[src/rtl/mas_feed.sv]
// -----------------------------------------------------------------------------
// mas_feed -- audio byte feeder for a serial shifter.
//
// A CPU enqueues audio bytes into a small circular FIFO. A four-state feeder
// pops one byte at a time, places it on sh_datain[15:8] and pulses sh_wr_n
// low for one cycle. It then waits for the shifter to report spi_busy and for
// that busy period to end before issuing the next byte. If the shifter never
// reports busy within TMO cycles, the byte is dropped and tmo_err is set.
//
// Ports
//   clk        single clock, rising edge
//   rst        synchronous active-high reset
//   cpu_wdata  byte to enqueue
//   cpu_wr     one-cycle enqueue strobe
//   cpu_ctrl   shifter control bits, copied to sh_datain[5:0]
//   flush      one-cycle FIFO clear (also clears ovf / tmo_err)
//   level      FIFO occupancy, 0..DEPTH
//   full/empty FIFO flags
//   ovf        sticky: write attempted while full
//   tmo_err    sticky: shifter did not go busy after a strobe
//   sh_datain  {data byte, 2'b00, cpu_ctrl} to the shifter
//   sh_wr_n    active-low write strobe to the shifter
//   sh_status  shifter status: bit7 spi_busy, bit6 chip busy
// -----------------------------------------------------------------------------
module mas_feed #(
   parameter int DEPTH = 16,
   parameter int TMO   = 4
) (
   input  logic                   clk,
   input  logic                   rst,
   input  logic [7:0]             cpu_wdata,
   input  logic                   cpu_wr,
   input  logic [5:0]             cpu_ctrl,
   input  logic                   flush,
   output logic [$clog2(DEPTH):0] level,
   output logic                   full,
   output logic                   empty,
   output logic                   ovf,
   output logic                   tmo_err,
   output logic [15:0]            sh_datain,
   output logic                   sh_wr_n,
   input  logic [7:0]             sh_status
);

   localparam int AW = $clog2(DEPTH);
   localparam int TW = $clog2(TMO + 1);

   typedef enum logic [1:0] {IDLE, ISSUE, START, DONE} state_e;

   state_e          state_q, state_d;
   logic [7:0]      mem_q [DEPTH];
   logic [AW-1:0]   wr_ptr_q, rd_ptr_q;
   logic [AW:0]     level_q;
   logic            ovf_q, tmo_err_q;
   logic [7:0]      hold_q;
   logic [TW-1:0]   tmo_cnt_q, tmo_cnt_d;

   logic spi_busy, chip_busy;
   logic push, pop, tmo_hit;
   logic unused_status;

   assign spi_busy      = sh_status[7];
   assign chip_busy     = sh_status[6];
   assign unused_status = ^sh_status[5:0];

   assign full  = (level_q == (AW + 1)'(DEPTH));
   assign empty = (level_q == '0);

   // A write while full is refused even if a pop frees a slot in the same
   // cycle; flush discards both the incoming byte and any pending pop.
   assign push = cpu_wr && !full && !flush;

   // Chip busy is only consulted here, so a byte already in flight is
   // always carried through to the end of its busy period.
   assign pop  = (state_q == IDLE) && !empty && !spi_busy && !chip_busy && !flush;

   // Counter reaches TMO-1 on the TMO-th cycle spent in START.
   assign tmo_hit = (state_q == START) && !spi_busy && (tmo_cnt_q == TW'(TMO - 1));

   // ---------------------------------------------------------------- state reg
   // NOTE: every clocked process uses non-blocking assignments so all
   // registers see pre-edge values, independent of process ordering.
   always_ff @(posedge clk) begin
      if (rst) begin
         state_q   <= IDLE;
         tmo_cnt_q <= '0;
      end else begin
         state_q   <= state_d;
         tmo_cnt_q <= tmo_cnt_d;
      end
   end

   // --------------------------------------------------------------- next state
   // NOTE: defaults at the top of every combinational process keep each
   // output assigned on all paths, so no latches are inferred.
   always_comb begin
      state_d   = state_q;
      tmo_cnt_d = '0;
      unique case (state_q)
         IDLE:  if (pop) state_d = ISSUE;
         ISSUE: state_d = START;
         START: begin
            if (spi_busy)     state_d = DONE;
            else if (tmo_hit) state_d = IDLE;
            else              tmo_cnt_d = tmo_cnt_q + 1'b1;
         end
         DONE:  if (!spi_busy) state_d = IDLE;
         default: state_d = IDLE;
      endcase
   end

   // ------------------------------------------------------------------ outputs
   always_comb begin
      sh_wr_n = 1'b1;
      if (state_q == ISSUE) sh_wr_n = 1'b0;
   end

   assign sh_datain = {hold_q, 2'b00, cpu_ctrl};
   assign level     = level_q;
   assign ovf       = ovf_q;
   assign tmo_err   = tmo_err_q;

   // ---------------------------------------------------------------- datapath
   always_ff @(posedge clk) begin
      if (rst) begin
         wr_ptr_q  <= '0;
         rd_ptr_q  <= '0;
         level_q   <= '0;
         ovf_q     <= 1'b0;
         tmo_err_q <= 1'b0;
         hold_q    <= 8'h00;
      end else begin
         if (flush) begin
            wr_ptr_q <= '0;
            rd_ptr_q <= '0;
            level_q  <= '0;
         end else begin
            if (push) wr_ptr_q <= wr_ptr_q + 1'b1;
            if (pop)  rd_ptr_q <= rd_ptr_q + 1'b1;
            if (push && !pop)      level_q <= level_q + 1'b1;
            else if (!push && pop) level_q <= level_q - 1'b1;
         end

         // The holding register changes only on a pop, so the byte stays put
         // while the shifter latches it after the strobe.
         if (pop) hold_q <= mem_q[rd_ptr_q];

         if (flush)              ovf_q <= 1'b0;
         else if (cpu_wr && full) ovf_q <= 1'b1;

         if (flush)        tmo_err_q <= 1'b0;
         else if (tmo_hit) tmo_err_q <= 1'b1;
      end
   end

   // NOTE: the storage array has no reset; its contents are only ever read
   // behind the level counter, which is reset.
   always_ff @(posedge clk) begin
      if (push) mem_q[wr_ptr_q] <= cpu_wdata;
   end

endmodule
[config.mk]
export PLATFORM = sky130hd
export DESIGN_NAME = mas_feed
export DESIGN_NICKNAME = d
export VERILOG_FILES = /design/src/rtl/mas_feed.sv
export SDC_FILE = /design/constraint.sdc
export NUM_CORES = 1
export LEC_CHECK = 0
export BUFFER_PORTS_ARGS = -buffer_cell sky130_fd_sc_hd__buf_4
export CORE_UTILIZATION = 64
export DETAILED_ROUTE_END_ITERATION = 10
export PLACE_DENSITY = 0.95
export SLEW_MARGIN = 5
export SYNTH_ARGS = -nofsm -noshare
export SYNTH_HDL_FRONTEND = slang
export SYNTH_SLANG_ARGS = --single-unit
[constraint.sdc]
create_clock -name clk -period 6.85 [get_ports clk]
set_input_delay 1.37 -clock clk [delete_from_list [all_inputs] [get_ports clk]]
set_output_delay 1.37 -clock clk [all_outputs]
set_load 0.005 [all_outputs]
==> impl_metrics.tcl, run 1 <==
set metrics [dict create \
    crit_arrival_ns 3.88 \
    grt_antenna_before_repair 0 \
    slew_violations 0 \
    via_per_inst 6.527 \
    synth_top_area_share_pct 61.17 \
    vias 3714 \
    routed_wl_um 13320 \
    area_growth_pct 13.74 \
    powerDensity_nw_per_um2 286.0 \
    crit_path_max_fanout 15 \
    yosys.area.top_type "edfxtp_1" \
    clkSinkCount 156 \
    ys_ff_latch 156 \
    fin_crit_ns 3.406 \
    reg2reg_depth 10 \
    async_reset_ff_share_pct 0 \
    cts_made_buffers 17 \
    initial_utilization_pct 67.05 \
    synth_edf_count 128 \
    hold_end "tmo_cnt_q[0]$_SDFF_PP0_" \
    drive_above_1_share_pct 20.91 \
    drc 0 \
    combPwrFrac_pct 3.6 \
    num_rows 35 \
    antenna_cells 0 \
    start_kind "primary input" \
    fin_ws_ns 3.444 \
    synthMuxAreaShare_pct 11.47 \
    vdd_drop_max_mv 0.1659 \
    drtIter0Drc 379 \
    design.core.area_um2 9371 \
    insertion_delay_ns 0.54 \
    yosys_warnings 0 \
    ys.flop_type "edfxtp_1" \
    wire_per_inst_um 23.40 \
    grt_pass1_vias 3586 \
    ys_top_cells_by_count "128 x edfxtp_1, 42 x nor2_1, 36 x mux2i_1, 28 x dfxtp_1" \
    synth_area_per_cell_um2 15.63 \
    ios 52 \
    ant_nets 0 \
    tightest_slew_ns 1.207 \
    clock_power_share_pct 45.6 \
    io_buffers 31 \
    r2r-end "level[4]$_SDFFE_PP0P_" \
    cp_data_required_time_ns 7.32 \
    yosys-top-cells-area "edfxtp_1 61%, dfxtp_1 8.9%, mux2i_1 5.7%, mux4_2 5.7%, nor2_1 2.5%" \
    post_cts_buffers 0 \
    synth_adder_area_share_pct 2.509 \
    fin_crit_sh_pct 49.72 \
    skew_ns 0.01231 \
    die_w_um 101.1 \
    end_kind "flip-flop" \
    synth_compound_area_share_pct 5.954 \
    routabilityCongestion 0.8765 \
    fp.dieH_um 101.1 \
    dp_hpwl_um 7776 \
    grt_remaining_overflow 0 \
    root_buffer "clkbuf_8" \
    clockBufferDepth 2 \
    cts_tree "done" \
    max_slew_margin_pct 18.89 \
    grt_max_degree 52 \
    setup_viol 0 \
    p_leak_nw 2.332 \
    status "finished, final reports clean" \
    synth-xor-area-share_pct 0.9757 \
    synthCells 402 \
    fin_setup_tns_ns 0 \
    die_area_um2 10220 \
    grt_util_all_layers_pct 28.49 \
    cts.repair.resized 0 \
    place_ws_ns 2.923 \
    synth-simple-area-share_pct 5.914 \
    synth_cell_type_count 40 \
    grt_pass1_wl_um 19980 \
    crit_type "in -> reg" \
    maxCapViolCount 0 \
    fin_nets 465 \
    intPower_mw 1.593 \
    hold_class "reg -> reg" \
    synth_top_family_by_area "multiplexers" \
    rrSetupSlack_ns 3.52 \
    cts_hold_repair.buffers 0 \
    yosysMostFrequentCell "edfxtp_1" \
    switching_share_pct 22.06 \
    reg2reg_from "level[0]$_SDFFE_PP0P_" \
    clkTransAtPathRegs_ns 0.07 \
    hold_depth 1 \
    rsz0062_at_grt "no" \
    cts_max_level 4 \
    fmax_mhz 293.6 \
    p_switching_mw 0.4509 \
    synthesis.area_um2 6284 \
    hold_violations 0 \
    hold_start "tmo_cnt_q[0]$_SDFF_PP0_" \
    yosysSeqAreaShare_pct 70.09 \
    dr.pass1.iters 7 \
    p_seq_share_pct 50.8 \
]
power by group through the flow:
stage	Sequential (mW)	Clock (mW)	Combinational, mW
final	1.04	0.932	0.0738
after global routing	1.04	0.976	0.0796
after CTS	1.04	0.938	0.0730
after detailed placement	1.06	0	0.0714
after global placement	1.06	0	0.0679
after floorplan	1.06	0	0.0410
cell type report:
cell class	instances	area [µm²]
inverters	10	37.54
multi-input cells	208	1698
well taps	129	161.4
repair buffers	34	255.2
fillers	503	2225
clock inverters	15	175.2
flip-flops and latches	156	4405
clock buffers	17	414.1
flip-flops by register name, indices dropped and copies added, names as in the netlist:
| register | cells |
|---|---|
| hold_q | 8 |
| level | 5 |
| mem_q | 128 |
| ovf | 1 |
| rd_ptr_q | 4 |
| state_q | 2 |
| tmo_cnt_q | 3 |
| tmo_err | 1 |
| wr_ptr_q | 4 |
cell families (layout without fill, tap and decap cells):
kind of cell | count (synthesis) | count (layout)
muxes | 52 | 52
AOI/OAI and AO/OA | 53 | 53
and+or+nand+nor | 82 | 82
buffers and inverters | 39 | 76
xor gates and xnor gates | 7 | 7
adders and majority gates | 12 | 12
other | 1 | 2
DFF | 156 | 156
critical path: stages:
cell,delay (ns)
buf_4,0.12
nor2_1,0.17
o211a_1,0.46
inv_2,0.24
ha_1,0.25
inv_1,0.16
ha_1,0.30
a21o_1,0.17
a21oi_1,0.20
mux2i_1,0.25
mux2i_1,0.19
how the worst max path moves through the flow:
stage                  from                     to  slack, ns  cells after the start
2_1_floorplan        cpu_wr  level[4]$_SDFFE_PP0P_       3.55                      9
3_3_place_gp          flush  level[4]$_SDFFE_PP0P_       3.00                     11
3_5_place_dp   sh_status[7]  level[4]$_SDFFE_PP0P_       2.92                     11
4_1_cts        sh_status[7]  level[4]$_SDFFE_PP0P_       3.46                     11
5_1_grt        sh_status[7]  level[4]$_SDFFE_PP0P_       3.30                     11
6_report       sh_status[7]  level[4]$_SDFFE_PP0P_       3.44                     11
per-stage QoR:
stage | total power [mW] | cell area, µm² | hold WS, ns | utilization (%) | std cells
floorplan | 1.099 | 6287 | 0.3992 | - | 403
global placement | 1.126 | 6553 | 0.4061 | 69.92 | 537
detailed placement | 1.130 | 6553 | 0.4186 | 69.92 | 537
CTS | 2.048 | 7142 | 0.4282 | 76.21 | 569
global route | 2.094 | 7147 | 0.4427 | 76.26 | 569
finish | 2.044 | 7147 | 0.4249 | 76.26 | 569
routing by layer:
| metal | GRT usage [%] | wire (µm) | vias up |
|---|---|---|---|
| met5 | 0 | 0 | - |
| met1 | 35.68 | 4796 | 1793 |
| met4 | 15.83 | 575 | 0 |
| met3 | 8.669 | 1363 | 51 |
| met2 | 44.69 | 6582 | 287 |
| li1 | - | - | 1583 |
placed cells by master (no fill, tap or decap), drive strengths merged, types with 9 or more instances in the layout:
master,netlist,routed
a211oi,9,9
a21oi,10,10
buf,18,34
clkbuf,11,17
dfxtp,28,28
edfxtp,128,128
ha,11,11
inv,10,18
mux2i,36,36
mux4,16,16
nand2,9,9
nor2,42,42
nor3,13,13
o22ai,16,16
Power figures use the tool's default switching activity.
==> inputs of run 2 (changes only) <==
CORE_UTILIZATION = 59   (was 64)
PLACE_DENSITY = 0.91   (was 0.95)
clock period = 3.6 ns   (was 6.85 ns; I/O delays follow)
==> impl_metrics.tcl, run 2 (synthesis gave the netlist of run 1 again) <==
set metrics [dict create \
    crit_path_max_fanout 15 \
    cts_tree "done" \
    fin_nets 469 \
    fin_crit_ns 3.382 \
    fill_cells 616 \
    clkSinkCount 156 \
    start_kind "flip-flop" \
    slew_violations 0 \
    final_cell_mix "128 x edfxtp_1, 42 x nor2_1, 38 x buf_4" \
    clockBufferDepth 2 \
    largest_reg_flops 128 \
    cts_made_buffers 17 \
    routed_wl_um 12830 \
    cts_hold_repair.buffers 0 \
    p_leak_nw 2.358 \
    tightest_slew_ns 0.8153 \
    dp_hpwl_um 8058 \
    rsz0062_at_grt "no" \
    grt_pass1_wl_um 19510 \
    design.core.area_um2 10320 \
    crit_arrival_ns 3.85 \
    maxCapViolCount 0 \
    layout_commonest_cell "edfxtp_1" \
    dpl-instance-area_um2 6591 \
    die_w_um 105.2 \
    setup_viol 0 \
    powerDensity_nw_per_um2 552.7 \
    crit_type "reg -> reg" \
    hold_depth 1 \
    cts_max_level 4 \
    hold_violations 0 \
    fin_setup_tns_ns 0 \
    grt_antenna_before_repair 0 \
    antenna_cells 0 \
    hold_class "reg -> reg" \
    io_buffers 31 \
    wire_per_inst_um 22.12 \
    skew_ns 0.006104 \
    via_per_inst 6.202 \
    max_slew_margin_pct 45.45 \
    cts.repair.resized 0 \
    grt_util_all_layers_pct 24.89 \
    ios 52 \
    drc 0 \
    grt_remaining_overflow 0 \
    timing.hold.ws_ns 0.4400 \
    regMostFlops "mem_q" \
    routabilityCongestion 0.8755 \
    status "finished, final reports clean" \
    insertion_delay_ns 0.53 \
    grt_pass1_vias 3500 \
    end_kind "flip-flop" \
    grt_max_degree 52 \
    area_growth_pct 14.79 \
    drtIter0Drc 433 \
    fin_crit_sh_pct 93.93 \
    vias 3597 \
    reg2reg_depth 10 \
    place_ws_ns 0.2567 \
    fmax_mhz 295.7 \
    num_rows 37 \
    vdd_drop_max_mv 0.3381 \
    post_cts_buffers 0 \
    fin_ws_ns 0.2185 \
    clkTransAtPathRegs_ns 0.06 \
    dr.pass1.iters 5 \
    die_area_um2 11070 \
    ant_nets 0 \
    initial_utilization_pct 60.87 \
    fp.dieH_um 105.2 \
    drive_above_1_share_pct 20.72 \
    root_buffer "clkbuf_8" \
    cp_data_required_time_ns 4.07 \
    fin_area_um2 7213 \
]
run 2: path summary, 6_finish.rpt:
kind / slack, ns / from / end
worst max-delay path: 0.22 / level[0]$_SDFFE_PP0P_ / level[4]$_SDFFE_PP0P_
worst min-delay path: 0.44 / tmo_cnt_q[0]$_SDFF_PP0_ / tmo_cnt_q[0]$_SDFF_PP0_
worst max register to register: 0.22 / level[0]$_SDFFE_PP0P_ / level[4]$_SDFFE_PP0P_
worst min register to register: 0.44 / tmo_cnt_q[0]$_SDFF_PP0_ / tmo_cnt_q[0]$_SDFF_PP0_
run 2: final cells by class:
cell class	count	area (µm²)	area share (%)
clock buffer	21	429.2	5.950
clock inverter	11	192.7	2.671
inverter	10	37.54	0.5204
multi-input combinational	208	1693	23.47
sequential	156	4405	61.08
tap	136	170.2	2.359
timing repair buffer	38	285.3	3.955
run 2: metrics by stage:
step	instances	util, %	total power, mW
6_report	580	69.87	3.987
5_1_grt	580	69.87	4.092
4_1_cts	580	69.87	3.991
3_5_place_dp	548	63.85	2.154
3_3_place_gp	548	63.85	2.144
2_1_floorplan	403	-	2.091
run 2: where the power goes:
part | switching, mW | internal [mW] | total, mW | leakage, nW
Sequential | 0.0125 | 1.96 | 1.98 | 1.38
Combinational | 0.0850 | 0.0563 | 0.141 | 0.682
Clock | 0.673 | 1.20 | 1.87 | 0.296
Total | 0.770 | 3.22 | 3.99 | 2.36
run 2: critical path, cell delays in order, from the launching register on:
cell and delay, ns:
dfxtp_1 0.38, or4_4 0.58, o211a_1 0.41, inv_2 0.30, ha_1 0.23, inv_1 0.12
fa_1 0.42, a21o_1 0.20, a21oi_1 0.21, mux2i_1 0.26, mux2i_1 0.19
run 2: routing by layer:
| layer | share of wire, % | track usage, % | vias up |
|---|---|---|---|
| met5 | 0 | 0 | - |
| met4 | 3.2 | 11.07 | 0 |
| met3 | 8.8 | 7.236 | 30 |
| met2 | 48 | 37.88 | 201 |
| met1 | 40 | 33.49 | 1771 |
| li1 | - | - | 1595 |
